`config.mk`:
```
export PLATFORM = sky130hd
export DESIGN_NAME = dmem_ctrl
export DESIGN_NICKNAME = d
export VERILOG_FILES = /design/src/rtl/cpu_pkg.sv /design/src/rtl/dmem_wb_reg.sv /design/src/rtl/dmem_ctrl.sv
export SDC_FILE = /design/constraint.sdc
export NUM_CORES = 1
export LEC_CHECK = 0
export BUFFER_PORTS_ARGS = -buffer_cell sky130_fd_sc_hd__buf_2
export CORE_ASPECT_RATIO = 0.6
export CORE_UTILIZATION = 42
export CTS_CLUSTER_SIZE = 28
export DETAILED_ROUTE_END_ITERATION = 10
export GPL_TIMING_DRIVEN = 0
export PLACE_DENSITY = 0.86
export SLEW_MARGIN = 40
export SYNTH_ARGS = -nofsm -noshare
export SYNTH_HDL_FRONTEND = slang
export SYNTH_SLANG_ARGS = --single-unit
```
`constraint.sdc`:
```
create_clock -name clk -period 3.66 [get_ports clk]
set_input_delay 0.183 -clock clk [delete_from_list [all_inputs] [get_ports clk]]
set_output_delay 0.183 -clock clk [all_outputs]
set_load 0.05 [all_outputs]
```
`src/rtl/cpu_pkg.sv`:
```
// Shared types and defaults for the data-memory controller slice.
package cpu_pkg;

  typedef enum logic [0:0] {
    IDLE = 1'b0,
    BUSY = 1'b1
  } dmem_state_t;

  localparam int DATA_W_DEF = 32;
  localparam int RN_W_DEF   = 5;

  // Data written back for a load that timed out instead of being acked.
  localparam logic [31:0] TMO_LOAD_DATA = 32'h0;

endpackage

```
`src/rtl/dmem_wb_reg.sv`:
```
// MEM/WB pipeline register; a stall turns the slot into a bubble,
// and load data is only captured on the cycle a load completes.
module dmem_wb_reg import cpu_pkg::*; #(
  parameter int DATA_W = DATA_W_DEF,
  parameter int RN_W   = RN_W_DEF
) (
  input  logic              clk,
  input  logic              rst,
  input  logic              stall,
  input  logic              mwreg,
  input  logic              mm2reg,
  input  logic              mwmem,
  input  logic [RN_W-1:0]   mrn,
  input  logic [DATA_W-1:0] malu,
  input  logic              load_done,
  input  logic [DATA_W-1:0] load_data,
  output logic              wwreg,
  output logic              wm2reg,
  output logic [RN_W-1:0]   wrn,
  output logic [DATA_W-1:0] wdo,
  output logic [DATA_W-1:0] walu
);

  always_ff @(posedge clk or posedge rst) begin
    if (rst) begin
      wwreg  <= 1'b0;
      wm2reg <= 1'b0;
      wrn    <= '0;
      wdo    <= '0;
      walu   <= '0;
    end else begin
      if (stall) begin
        wwreg  <= 1'b0;
        wm2reg <= 1'b0;
      end else begin
        // A store never writes the register file, even with mm2reg also set.
        wwreg  <= mwreg & ~mwmem;
        wm2reg <= mm2reg & ~mwmem;
        wrn    <= mrn;
        walu   <= malu;
      end
      if (load_done) begin
        wdo <= load_data;
      end
    end
  end

endmodule

```
`src/rtl/dmem_ctrl.sv`:
```
// Load/store sequencer onto a req/ack data memory, with pipeline stall and
// MEM/WB register. Define DMEM_TIMEOUT_EN to abort accesses after TIMEOUT busy cycles.
module dmem_ctrl import cpu_pkg::*; #(
  parameter int          DATA_W  = DATA_W_DEF,
  parameter int          RN_W    = RN_W_DEF,
  parameter int unsigned TIMEOUT = 255
) (
  input  logic              clk,
  input  logic              rst,
  input  logic              mwreg,
  input  logic              mm2reg,
  input  logic              mwmem,
  input  logic [DATA_W-1:0] malu,
  input  logic [DATA_W-1:0] mb,
  input  logic [RN_W-1:0]   mrn,
  output logic              stall,
  output logic              mem_req,
  output logic              mem_we,
  output logic [DATA_W-1:0] mem_addr,
  output logic [DATA_W-1:0] mem_wdata,
  input  logic              mem_ack,
  input  logic [DATA_W-1:0] mem_rdata,
  output logic              wwreg,
  output logic              wm2reg,
  output logic [RN_W-1:0]   wrn,
  output logic [DATA_W-1:0] wdo,
  output logic [DATA_W-1:0] walu,
  output logic              bus_err
);

  dmem_state_t       state;
  logic              access;
  logic              tmo;
  logic              done;
  logic              load_done;
  logic [DATA_W-1:0] load_data;

`ifdef DMEM_TIMEOUT_EN
  localparam int CNT_W = ($clog2(TIMEOUT + 1) > 8) ? $clog2(TIMEOUT + 1) : 8;
  logic [CNT_W-1:0] busy_cnt;

  assign tmo = (state == BUSY) && !mem_ack && (busy_cnt == CNT_W'(TIMEOUT));
`else
  logic unused_timeout;

  assign tmo            = 1'b0;
  assign unused_timeout = ^TIMEOUT;
  assign bus_err        = 1'b0;
`endif

  assign access    = mm2reg | mwmem;
  assign done      = (state == BUSY) && (mem_ack || tmo);
  // Reset also releases the pipeline so nothing waits on an abandoned access.
  assign stall     = ~rst & (((state == IDLE) & access) | ((state == BUSY) & ~done));
  assign load_done = done & mm2reg & ~mwmem;
  assign load_data = tmo ? DATA_W'(TMO_LOAD_DATA) : mem_rdata;

  always_ff @(posedge clk or posedge rst) begin
    if (rst) begin
      state     <= IDLE;
      mem_req   <= 1'b0;
      mem_we    <= 1'b0;
      mem_addr  <= '0;
      mem_wdata <= '0;
`ifdef DMEM_TIMEOUT_EN
      busy_cnt  <= '0;
      bus_err   <= 1'b0;
`endif
    end else begin
      case (state)
        IDLE: begin
          if (access) begin
            mem_addr  <= malu;
            mem_wdata <= mb;
            mem_we    <= mwmem;
            mem_req   <= 1'b1;
            state     <= BUSY;
`ifdef DMEM_TIMEOUT_EN
            busy_cnt  <= '0;
`endif
          end
        end
        BUSY: begin
          if (done) begin
            mem_req <= 1'b0;
            state   <= IDLE;
`ifdef DMEM_TIMEOUT_EN
            if (tmo) begin
              bus_err <= 1'b1;
            end
`endif
          end else begin
`ifdef DMEM_TIMEOUT_EN
            busy_cnt <= busy_cnt + 1'b1;
`endif
          end
        end
        default: state <= IDLE;
      endcase
    end
  end

  dmem_wb_reg #(
    .DATA_W (DATA_W),
    .RN_W   (RN_W)
  ) u_wb_reg (
    .clk       (clk),
    .rst       (rst),
    .stall     (stall),
    .mwreg     (mwreg),
    .mm2reg    (mm2reg),
    .mwmem     (mwmem),
    .mrn       (mrn),
    .malu      (malu),
    .load_done (load_done),
    .load_data (load_data),
    .wwreg     (wwreg),
    .wm2reg    (wm2reg),
    .wrn       (wrn),
    .wdo       (wdo),
    .walu      (walu)
  );

endmodule

```
* Word level (Yosys, flattened, before mapping) *
Cells that the tools add are included.

storage, ports and cells
  bits in registers = 138
  bits in latches = 0
  RAM bits = 0
  bits in read-only memories = 0
  bits of input ports = 107
  output and inout port bits = 139
  memories = 0

cells by class
  add/subtract/negate cells = 0
  $mul = 0
  div/mod/pow operators = 0
  magnitude comparators = 0
  equality and inequality tests = 2
  shift-type cells = 0
  mux-type cells = 8
  bitwise gates (word level) = 13
  reductions and logical operators = 3

operators by type and width
  cell                count
  $and 1x1->1         7
  $mux 1              6
  $not 1->1           4
  $pmux 1 s2          2
  $reduce_and 2->1    2
  $ne 2x1->1 const B  1
  $ne 2x2->1 const B  1
  $or 1x1->1          2
  $logic_and 1x1->1   1

* Logic depth before layout (Yosys ltp) *
Gate-level depths: netlist of the first run.

  word-level depth = 6
  mapped depth = 5
  mapped depth without buffers = 3

* By module *
Synthesis of the first run repeated with hierarchy kept, for this count alone.

unflattened totals
  cell total of the unflattened synthesis = 303
  area total of the unflattened synthesis = 5552.8 sq um

modules (own cells, without submodules)
  module       times used  cells an instance  area each (sq um)
  dmem_ctrl    1           152                2859.0
  dmem_wb_reg  1           151                2693.8

* Worst setup path before layout of the first run *
No wires, ideal clock.

  path type = flip-flop to output port
  from = reg state
  to = out stall
  arrival time = 1.269 ns
  path slack = 2.208 ns
  stages on the path, launching flop included = 6
  path buffers = 2
  cell sequence = dfrtp_1 -> a21oi_2 -> o31ai_2 -> buf_6 -> buf_6 -> inv_1

on the way
  word-level cells in the longest chain between the ends = 5

ends and longest elaborated chain
  item                      line             RTL
  start: declaration        dmem_ctrl.sv:31  dmem_state_t state;
  start signal: assignment  dmem_ctrl.sv:60  state <= IDLE;
  start signal: assignment  dmem_ctrl.sv:77  state <= BUSY;
  start signal: assignment  dmem_ctrl.sv:86  state <= IDLE;
  $logic_and 1x1->1         dmem_ctrl.sv:52  assign done = (state == BUSY) && (mem_ack || tmo);
  $not 1->1                 dmem_ctrl.sv:54  assign stall = ~rst & (((state == IDLE) & access) | ((state == BUSY) & ~done));
  $and 1x1->1               dmem_ctrl.sv:54
  $or 1x1->1 *              dmem_ctrl.sv:54
  $and 1x1->1 *             dmem_ctrl.sv:54
  end: declaration          dmem_ctrl.sv:16  output logic stall,

Every way passes the cells marked *; elsewhere a longest branch is shown, timed or not.

* Worst setup path in the final report of the first run *
Same ends and word-level chain as after synthesis.

==> reports/summary.log, run 1 <==
qor: critical_path.crit_top_cell buf_6
qor: routing.avgViaCountPerCell 4.687
qor: critical_path.critical_path.reg2reg.endpoint u_wb_reg.walu[7]
qor: critical_path.crit_path_start_kind flop
qor: timing.final.min_clock_period 2.027 ns
qor: outcome.status finished clean
qor: critical_path.crit_slowest_cell dfrtp_1
qor: routing.firstDrtPassIters 4
qor: critical_path.cp_data_required_time 3.48 ns
qor: finish.final_cell_count_no_fill 774
qor: critical_path.timing.critical_path.from state
qor: die.start_util 44.32%
qor: timing.max_frequency 493.4 MHz
qor: logic_synthesis.post_synth_instance_area 5157 µm²
qor: critical_path.critical_path.cell_chain o31ai_2 > buf_6 > buf_6 > inv_1 > buf_2
qor: finish.utilization 65.29%
qor: routing.vias 3628
qor: die.die_x 145.1 µm
qor: clock_tree.clock_path_buffers 2
qor: critical_path.critical_path_peak_fanout 10
qor: logic_synthesis.post_synth_main_area_contributors dfrtp_1 (67%), mux2_2 (27%), mux2_1 (1.7%)
qor: logic_synthesis.seq_area_frac_synth 66.96%
qor: global_routing.grt_antenna_before_repair 1
qor: global_routing.wire_length_of_the_first_global_routing_pass 20.20 mm
qor: clock_tree.cts_tree done
qor: critical_path.number_of_buffers_and_inverters_on_the_critical_path 4
qor: die.num_io_pins 246
qor: routing.drt-initial-drc-count 100
qor: logic_synthesis.synth_area_leader_cell dfrtp_1
qor: logic_synthesis.syn_area_per_cell 17.13 µm²
qor: routing.route.detailed.wl_per_inst 16.72 µm
qor: die.die_y 87.84 µm
qor: critical_path.cp_data_arrival_time 1.84 ns
qor: power.p_leak 3.711 nW
qor: clock_tree.post_cts_resize_count 0
qor: timing.timing_max_transition_violations_final 0
qor: finish.num-nets-final 707
qor: routing.postRouteAntennaNets 0
qor: timing.fin_crit_sh 55.38%
qor: logic_synthesis.synth_seq_cells 138
qor: global_routing.grt_usage 20.81%
qor: clock_tree.cts.clk_slew.worst_paths 0.06 ns
qor: timing.final_setup_tns 0 ns
qor: flow_run.cap_violations 0
qor: logic_synthesis.synth_cell_types 18
qor: critical_path.worstSetupPathType flop to output port
qor: placed_design.buffer_ports.inserted 244
qor: clock_tree.cts_root_buffer clkbuf_16
qor: critical_path.worst_path_dominant_cell_family buffers and inverters
qor: logic_synthesis.synthesis.instances 301
qor: placed_design.dp_hpwl 9.615 mm
qor: timing.clock_skew 0.01145 ns
qor: timing.setup_viol 0
qor: critical_path.critical_path.endpoint stall
qor: critical_path.cp.depth 5
qor: finish.area_of_all_placed_cells_without_fillers 7597 µm²
qor: finish.drive_gt1_share 69.33%
qor: critical_path.setup.reg_to_reg.worst_slack 1.99 ns
qor: die.core_area 11640 µm²
qor: timing.rsz0062_at_grt no
qor: global_routing.grt_max_degree 29
qor: logic_synthesis.synth.top_cell.area_share 66.96%
qor: logic_synthesis.synth_nets 408
qor: die.design.die.area 12740 µm²
qor: placed_design.dpl_cell_area 6733 µm²
qor: worst_hold_path.hp-class primary input to flop
qor: finish.fillCellCount 848
qor: clock_tree.tritoncts.num_buffers 17
qor: die.placementRows 30
qor: routing.finalWirelength 12.94 mm
qor: critical_path.r2r-start state
qor: clock_tree.htree_levels 4
qor: critical_path.critical-path-max-stage-delay 0.44 ns
qor: global_routing.overflow 0
qor: placed_design.placedCellCount 711
qor: global_routing.first_global_vias 4017
qor: power.peakVddDrop 0.6134 mV
qor: clock_tree.insertion_delay_to_the_later_sink_of_the_worst_skew_pair 0.41 ns
qor: routing.drc 0
qor: logic_synthesis.ys.warnings.count 0
qor: clock_tree.clock_sinks 138
qor: critical_path.reg2regPathDepth 4
qor: critical_path.crit_path_end_kind output port
qor: power.power.density 892.8 nW/µm²
qor: placed_design.gp_congestion 0.9183
qor: timing.hold_violations 0
qor: finish.area.growth.synth_to_final 47.31%
[cells by family (layout without fill, tap and decap cells)]
family          after synthesis  in the layout  synth area share, %
compound gates                6              6               0.9947
other cells                   1              2              0.07271
buf+inv                      19            331                2.377
simple gates                  4              4               0.5580
flops                       138            138                66.96
mux                         133            133                29.04
[where the power goes]
part           internal (mW)  switching [mW]
clock network          0.957           0.655
registers               1.98           0.231
logic                  0.805            2.15
total                   3.74            3.04
[sequential cells by signal, summed over array words and instances, names as in the netlist]
register         count
mem_addr            32
mem_wdata           32
u_wb_reg.walu       32
u_wb_reg.wdo        32
u_wb_reg.wrn         5
mem_req              1
mem_we               1
state                1
u_wb_reg.wm2reg      1
u_wb_reg.wwreg       1
[cell usage after synthesis]
library cell and count:
mux2_2 125, nand4b_1 1, buf_2 5, buf_6 2, a21oi_2 1, conb_1 1
o31ai_2 1, buf_4 8, dfrtp_1 138, mux2_1 8, and3b_1 1, a22oi_1 1
nor3b_1 1, o21ai_0 1, inv_1 4, nand2_1 1, a22o_1 1, o21ai_2 1
[metrics by stage]
stage,setup slack (ns),power [mW],hold slack [ns]
floorplan,1.756,4.423,0.2533
global placement,1.032,5.081,0.4134
detailed placement,1.979,5.180,0.2175
CTS,1.594,6.822,0.0007181
global route,1.542,7.024,0.004513
finish,1.633,6.783,0.01557
[routing by layer]
metal / global-route usage, % / vias to the layer above / part of all wire [%]
met2: 38.72 / 145 / 53
met3: 6.667 / 14 / 7.1
met1: 22.89 / 1799 / 39
met5: 0 / - / 0
met4: 7.273 / 0 / 1.0
li1: - / 1670 / -
[repair_timing]
action,4_1_cts,5_1_grt
setup buffers,0,0
setup endpoints to repair,0,0
hold buffers,30,0
hold endpoints to repair,38,0
[cell type report]
class                      instances  area [µm²]  share of cell area (%)
antenna                            1       2.502                 0.03294
buffer                            15       107.6                   1.416
clock buffer                      19       442.9                   5.830
clock inverter                    13       118.9                   1.565
inverter                           4       18.77                  0.2470
multi-input combinational        144        1582                   20.82
sequential                       138        3453                   45.45
tap                              160       200.2                   2.635
timing repair buffer             280        1672                   22.00
[placed cells by master (no fill, tap or decap), drive strengths merged]
| cell | synthesis | layout |
|---|---|---|
| a22oi | 1 | 1 |
| dfrtp | 138 | 138 |
| o21ai | 2 | 2 |
| conb | 1 | 1 |
| diode | 0 | 1 |
| mux2 | 133 | 133 |
| clkinvlp | 0 | 5 |
| nand2 | 1 | 1 |
| buf | 15 | 265 |
| clkbuf | 0 | 19 |
| nand4b | 1 | 1 |
| dlygate4sd3 | 0 | 30 |
| a21oi | 1 | 1 |
| bufinv | 0 | 1 |
| clkinv | 0 | 5 |
| and3b | 1 | 1 |
| nor3b | 1 | 1 |
| o31ai | 1 | 1 |
| inv | 4 | 6 |
| a22o | 1 | 1 |
[how the worst min path moves through the flow]
stage | from | endpoint | cells after the start
floorplan | mwmem | u_wb_reg.wm2reg | 1
global placement | malu[11] | u_wb_reg.walu[11] | 2
detailed placement | rst | u_wb_reg.wm2reg | 2
CTS | mem_rdata[14] | u_wb_reg.wdo[14] | 2
global route | mem_rdata[10] | u_wb_reg.wdo[10] | 2
finish | mem_rdata[14] | u_wb_reg.wdo[14] | 2
(Power assumes the default switching activity.)
==> run 2, diff against run 1 <==
Settings changed: CORE_UTILIZATION 42 to 46, PLACE_DENSITY 0.86 to 0.9.
Clock period 3.66 ns to 1.9 ns, I/O delays scaled along.
==> reports/summary.log, run 2 (same netlist as run 1, synthesis figures left out) <==
qor: die.die_y 84.02 µm
qor: routing.avgViaCountPerCell 4.908
qor: critical_path.reg2regPathDepth 5
qor: finish.num-nets-final 781
qor: clock_tree.clock_path_buffers 2
qor: clock_tree.cts_root_buffer clkbuf_16
qor: die.num_io_pins 246
qor: critical_path.critical-path-max-stage-delay 0.46 ns
qor: clock_tree.clock_sinks 138
qor: timing.rsz0062_at_grt no
qor: routing.route.detailed.wl_per_inst 18.71 µm
qor: global_routing.grt_usage 27.82%
qor: worst_hold_path.hp-class primary input to flop
qor: die.design.die.area 11650 µm²
qor: power.share_seq_of_total_power 32.4%
qor: global_routing.grt_antenna_before_repair 0
qor: routing.firstDrtPassIters 7
qor: power.power.density 1601 nW/µm²
qor: power.power.share.clock 23.3%
qor: timing.worst_slack 0.07623 ns
qor: routing.vias 4049
qor: clock_tree.cts.clk_slew.worst_paths 0.06 ns
qor: critical_path.critical_path.reg2reg.endpoint mem_wdata[3]
qor: clock_tree.htree_levels 4
qor: global_routing.overflow 0
qor: clock_tree.tritoncts.num_buffers 17
qor: global_routing.wire_length_of_the_first_global_routing_pass 24.43 mm
qor: die.placementRows 29
qor: worst_hold_path.hold_start mm2reg
qor: finish.most-common-layout-cells buf_2 (248), dfrtp_1 (137), mux2_2 (125)
qor: critical_path.critical_path.cell_chain o31ai_4 > buf_6 > buf_6 > inv_1 > buf_4
qor: routing.drt-initial-drc-count 112
qor: finish.final_common_cell buf_2
qor: routing.finalWirelength 15.43 mm
qor: critical_path.number_of_buffers_and_inverters_on_the_critical_path 4
qor: flow_run.cap_violations 0
qor: timing.max_frequency 548.3 MHz
qor: die.start_util 48.02%
qor: routing.drc 15
qor: global_routing.grt_max_degree 30
qor: placed_design.dp_hpwl 9.480 mm
qor: critical_path.cp.depth 5
qor: finish.area.growth.synth_to_final 61.18%
qor: timing.final_setup_tns 0 ns
qor: placed_design.buffer_ports.inserted 244
qor: critical_path.worst_path_dominant_cell_family buffers and inverters
qor: worst_hold_path.worstHoldPathCells 2
qor: power.power_switching_share 45.04%
qor: power.power.net_switching 5.995 mW
qor: outcome.failed_checks DRC
qor: finish.fillCellCount 581
qor: timing.tightest_slew 0.6204 ns
qor: timing.timing_max_transition_violations_final 0
qor: outcome.status finished with violations
qor: clock_tree.cts_tree done
qor: critical_path.setup.reg_to_reg.worst_slack 0.32 ns
qor: critical_path.crit_slowest_cell dfrtp_2
qor: critical_path.crit_path_start_kind flop
qor: power.peakVddDrop 1.416 mV
qor: routing.postRouteAntennaNets 0
qor: clock_tree.post-cts-setup-buffers 0
qor: clock_tree.insertion_delay_to_the_later_sink_of_the_worst_skew_pair 0.40 ns
qor: power.p_leak 4.005 nW
qor: power.power.share.combinational 44.3%
qor: critical_path.worstSetupPathType flop to output port
qor: die.core_area 10740 µm²
qor: placed_design.preCtsSetupSlack 0.2674 ns
qor: timing.clock_skew 0.006939 ns
qor: finish.insertedDiodeCount 0
qor: critical_path.r2r-start state
qor: worst_hold_path.holdPathEnd u_wb_reg.wm2reg
qor: placed_design.gp_congestion 0.7629
qor: timing.hold_violations 0
qor: timing.final.min_clock_period 1.824 ns
qor: power.design_internal_power 7.316 mW
qor: global_routing.first_global_vias 4692
qor: critical_path.cp_data_required_time 1.80 ns
qor: finish.drive_gt1_share 61.81%
qor: timing.setup_viol 0
qor: die.die_x 138.7 µm
qor: critical_path.critical_path_peak_fanout 10
qor: critical_path.crit_path_end_kind output port
qor: timing.fin_crit_sh 95.99%
qor: critical_path.crit_top_cell buf_6
qor: critical_path.cp_data_arrival_time 1.73 ns
qor: timing.slew_headroom 58.55%
==> run 2: worst max-delay path by stage <==
| stage | start | slack [ns] | to |
|---|---|---|---|
| 4_1_cts | state | 0.002 | stall |
| 5_1_grt | state | 0.01 | stall |
| 3_3_place_gp | rst | -0.59 | mem_wdata[24] |
| 6_report | state | 0.08 | stall |
| 3_5_place_dp | state | 0.27 | u_wb_reg.walu[10] |
| 2_1_floorplan | rst | 0.08 | mem_addr[0] |
==> run 2: what timing repair did <==
| action | CTS | global route |
|---|---|---|
| hold endpoints to repair | 157 | 0 |
| gates resized for setup | 2 | 2 |
| pin swaps | 0 | 1 |
| setup endpoints to repair | 1 | 1 |
| hold buffers | 105 | 0 |
| cloned | 0 | 0 |
==> run 2: power groups by stage <==
stage          clock network [mW]  registers [mW]  logic, mW
4_1_cts                      3.14            4.26       5.85
6_report                     3.11            4.31       5.89
2_1_floorplan                   0            7.39       1.13
5_1_grt                      3.29            4.41       6.08
3_5_place_dp                    0            4.30       5.67
3_3_place_gp                    0            4.22       5.53
==> run 2: area by class of cell <==
| class | instances | area [µm²] | share of cell area [%] |
|---|---|---|---|
| buffer | 15 | 107.6 | 1.294 |
| clock inverter | 12 | 120.1 | 1.445 |
| clock buffer | 19 | 442.9 | 5.328 |
| inverter | 4 | 18.77 | 0.2258 |
| timing repair buffer | 354 | 2397 | 28.84 |
| tap | 139 | 173.9 | 2.092 |
| multi-input combinational | 144 | 1598 | 19.22 |
| sequential | 138 | 3455 | 41.56 |
==> run 2: through the flow <==
| step | area, µm² | util (%) | instances | power, mW | hold slack (ns) |
|---|---|---|---|---|---|
| finish | 8313 | 77.40 | 825 | 13.31 | 0.03633 |
| global route | 8313 | 77.40 | 825 | 13.79 | 0.02748 |
| CTS | 8304 | 77.32 | 825 | 13.25 | 0.005145 |
| detailed placement | 6679 | 62.19 | 689 | 9.965 | 0.2230 |
| global placement | 6556 | 61.04 | 684 | 9.742 | 0.3253 |
| floorplan | 5161 | - | 301 | 8.519 | 0.1653 |
==> run 2: layer usage <==
layer,GRT usage [%],wire length [µm],vias to the layer above,part of all wire [%]
met4,11.92,385,0,2.5
met5,0,0,-,0
met1,29.73,5837,2033,38
met2,50.95,8106,182,53
met3,8.893,1104,34,7.2
li1,-,-,1800,-
==> run 3, diff against run 2 <==
Settings changed: CORE_UTILIZATION 46 to 45, PLACE_DENSITY 0.9 to 0.88.
==> reports/summary.log, run 3 (same netlist as run 1, synthesis figures left out) <==
qor: die.core_area 10850 µm²
qor: timing.clock_skew 0.007419 ns
qor: global_routing.grt_antenna_before_repair 0
qor: routing.finalWirelength 14.93 mm
qor: clock_tree.cts_tree done
qor: placed_design.gp_congestion 0.7340
qor: global_routing.first_global_vias 4662
qor: timing.worst_slack 0.1148 ns
qor: placed_design.dpl_cell_area 6706 µm²
qor: power.power_switching_share 44.31%
qor: clock_tree.cts_root_buffer clkbuf_16
qor: finish.num-nets-final 788
qor: clock_tree.insertion_delay_to_the_later_sink_of_the_worst_skew_pair 0.40 ns
qor: clock_tree.clock_sinks 138
qor: worst_hold_path.holdPathEnd u_wb_reg.wm2reg
qor: power.power.net_switching 5.934 mW
qor: placed_design.dp_hpwl 9.545 mm
qor: finish.drive_gt1_share 62.05%
qor: critical_path.crit_path_start_kind flop
qor: critical_path.crit_path_end_kind output port
qor: global_routing.wire_length_of_the_first_global_routing_pass 23.87 mm
qor: placed_design.placedCellCount 690
qor: finish.utilization 77.36%
qor: die.num_io_pins 246
qor: routing.vias 4012
qor: routing.avgViaCountPerCell 4.822
qor: flow_run.cap_violations 0
qor: timing.timing_max_transition_violations_final 0
qor: global_routing.grt_max_degree 29
qor: worst_hold_path.hp-class primary input to flop
qor: die.placementRows 29
qor: timing.rsz0062_at_grt no
qor: routing.route.detailed.wl_per_inst 17.94 µm
qor: critical_path.cp_data_arrival_time 1.69 ns
qor: routing.drc 0
qor: critical_path.worstSetupPathType flop to output port
qor: timing.hold_violations 0
qor: critical_path.setup.reg_to_reg.worst_slack 0.20 ns
qor: placed_design.preCtsSetupSlack 0.2328 ns
qor: power.power.density 1596 nW/µm²
qor: outcome.status finished clean
qor: die.die_y 84.93 µm
qor: critical_path.r2r-start state
qor: clock_tree.clock_path_buffers 2
qor: critical_path.timing.critical_path.from state
qor: critical_path.critical_path_peak_fanout 10
qor: power.peakVddDrop 1.053 mV
qor: critical_path.critical_path.reg2reg.endpoint u_wb_reg.wdo[3]
qor: power.design_internal_power 7.458 mW
qor: clock_tree.htree_levels 4
qor: finish.final_common_cell buf_2
qor: global_routing.grt_usage 26.36%
qor: routing.postRouteAntennaNets 0
qor: clock_tree.cts.clk_slew.worst_paths 0.06 ns
qor: routing.firstDrtPassIters 4
qor: die.die_x 140.2 µm
qor: global_routing.overflow 0
qor: power.totalPowerFinal 13.39 mW
qor: finish.area_of_all_placed_cells_without_fillers 8393 µm²
qor: finish.final_cell_count_no_fill 832
qor: placed_design.buffer_ports.inserted 244
qor: timing.final.min_clock_period 1.785 ns
qor: finish.insertedDiodeCount 0
qor: finish.area.growth.synth_to_final 62.74%
qor: critical_path.cp_data_required_time 1.80 ns
qor: worst_hold_path.hold_start mm2reg
qor: timing.setup_viol 0
qor: power.power.share.clock 23.6%
qor: clock_tree.tritoncts.num_buffers 17
qor: power.power.share.combinational 44.1%
qor: timing.fin_crit_sh 93.96%
qor: routing.drt-initial-drc-count 110
qor: timing.max_frequency 560.2 MHz
qor: die.start_util 47.54%
qor: finish.most-common-layout-cells buf_2 (248), dfrtp_1 (137), mux2_2 (125)
qor: worst_hold_path.worstHoldPathCells 2
qor: critical_path.reg2regPathDepth 3
qor: finish.fillCellCount 613
qor: die.design.die.area 11910 µm²
qor: power.p_leak 4.059 nW
qor: power.share_seq_of_total_power 32.3%
[run 3: worst max path at each step]
stage / end
finish: stall
global route: stall
CTS: stall
detailed placement: u_wb_reg.walu[5]
global placement: u_wb_reg.wdo[7]
floorplan: mem_addr[0]
[run 3: metal layers]
layer | global-route usage (%) | routed length (µm) | vias to the layer above
met5 | 0 | 0 | -
met4 | 10.09 | 299 | 0
met3 | 6.828 | 975 | 29
met2 | 48.14 | 7744 | 172
met1 | 29.95 | 5908 | 1993
li1 | - | - | 1818
[run 3: per-stage QoR]
step,TNS (ns),hold slack [ns]
2_1_floorplan,0,0.1653
3_3_place_gp,-85.28,0.3262
3_5_place_dp,0,0.01891
4_1_cts,0,0.002739
5_1_grt,0,0.01928
6_report,0,0.02073
[run 3: power by group through the flow]
stage / Combinational, mW / Clock [mW] / Sequential (mW)
2_1_floorplan: 1.13 / 0 / 7.39
3_3_place_gp: 5.53 / 0 / 4.22
3_5_place_dp: 5.67 / 0 / 4.30
4_1_cts: 5.85 / 3.22 / 4.27
5_1_grt: 6.11 / 3.34 / 4.42
6_report: 5.91 / 3.16 / 4.32
[run 3: critical path: stages, from the launching register on]
cell     delay [ns]
dfrtp_2        0.46
o31ai_4        0.27
buf_6          0.18
buf_6          0.15
inv_1          0.05
buf_4          0.18
[run 3: final cells by class]
class                      count  area, µm²  area share (%)
inverter                       4      18.77          0.2236
sequential                   138       3455           41.16
clock inverter                11      123.9           1.476
tap                          139      173.9           2.072
clock buffer                  20      446.7           5.322
timing repair buffer         361       2470           29.43
buffer                        15      107.6           1.282
multi-input combinational    144       1598           19.04
[run 3: repair_timing]
action	CTS	global route
pin swaps	0	1
setup endpoints to repair	1	1
buffers inserted	0	6
hold buffers	105	0
gates resized for setup	2	2
endpoints found under the hold margin	203	0
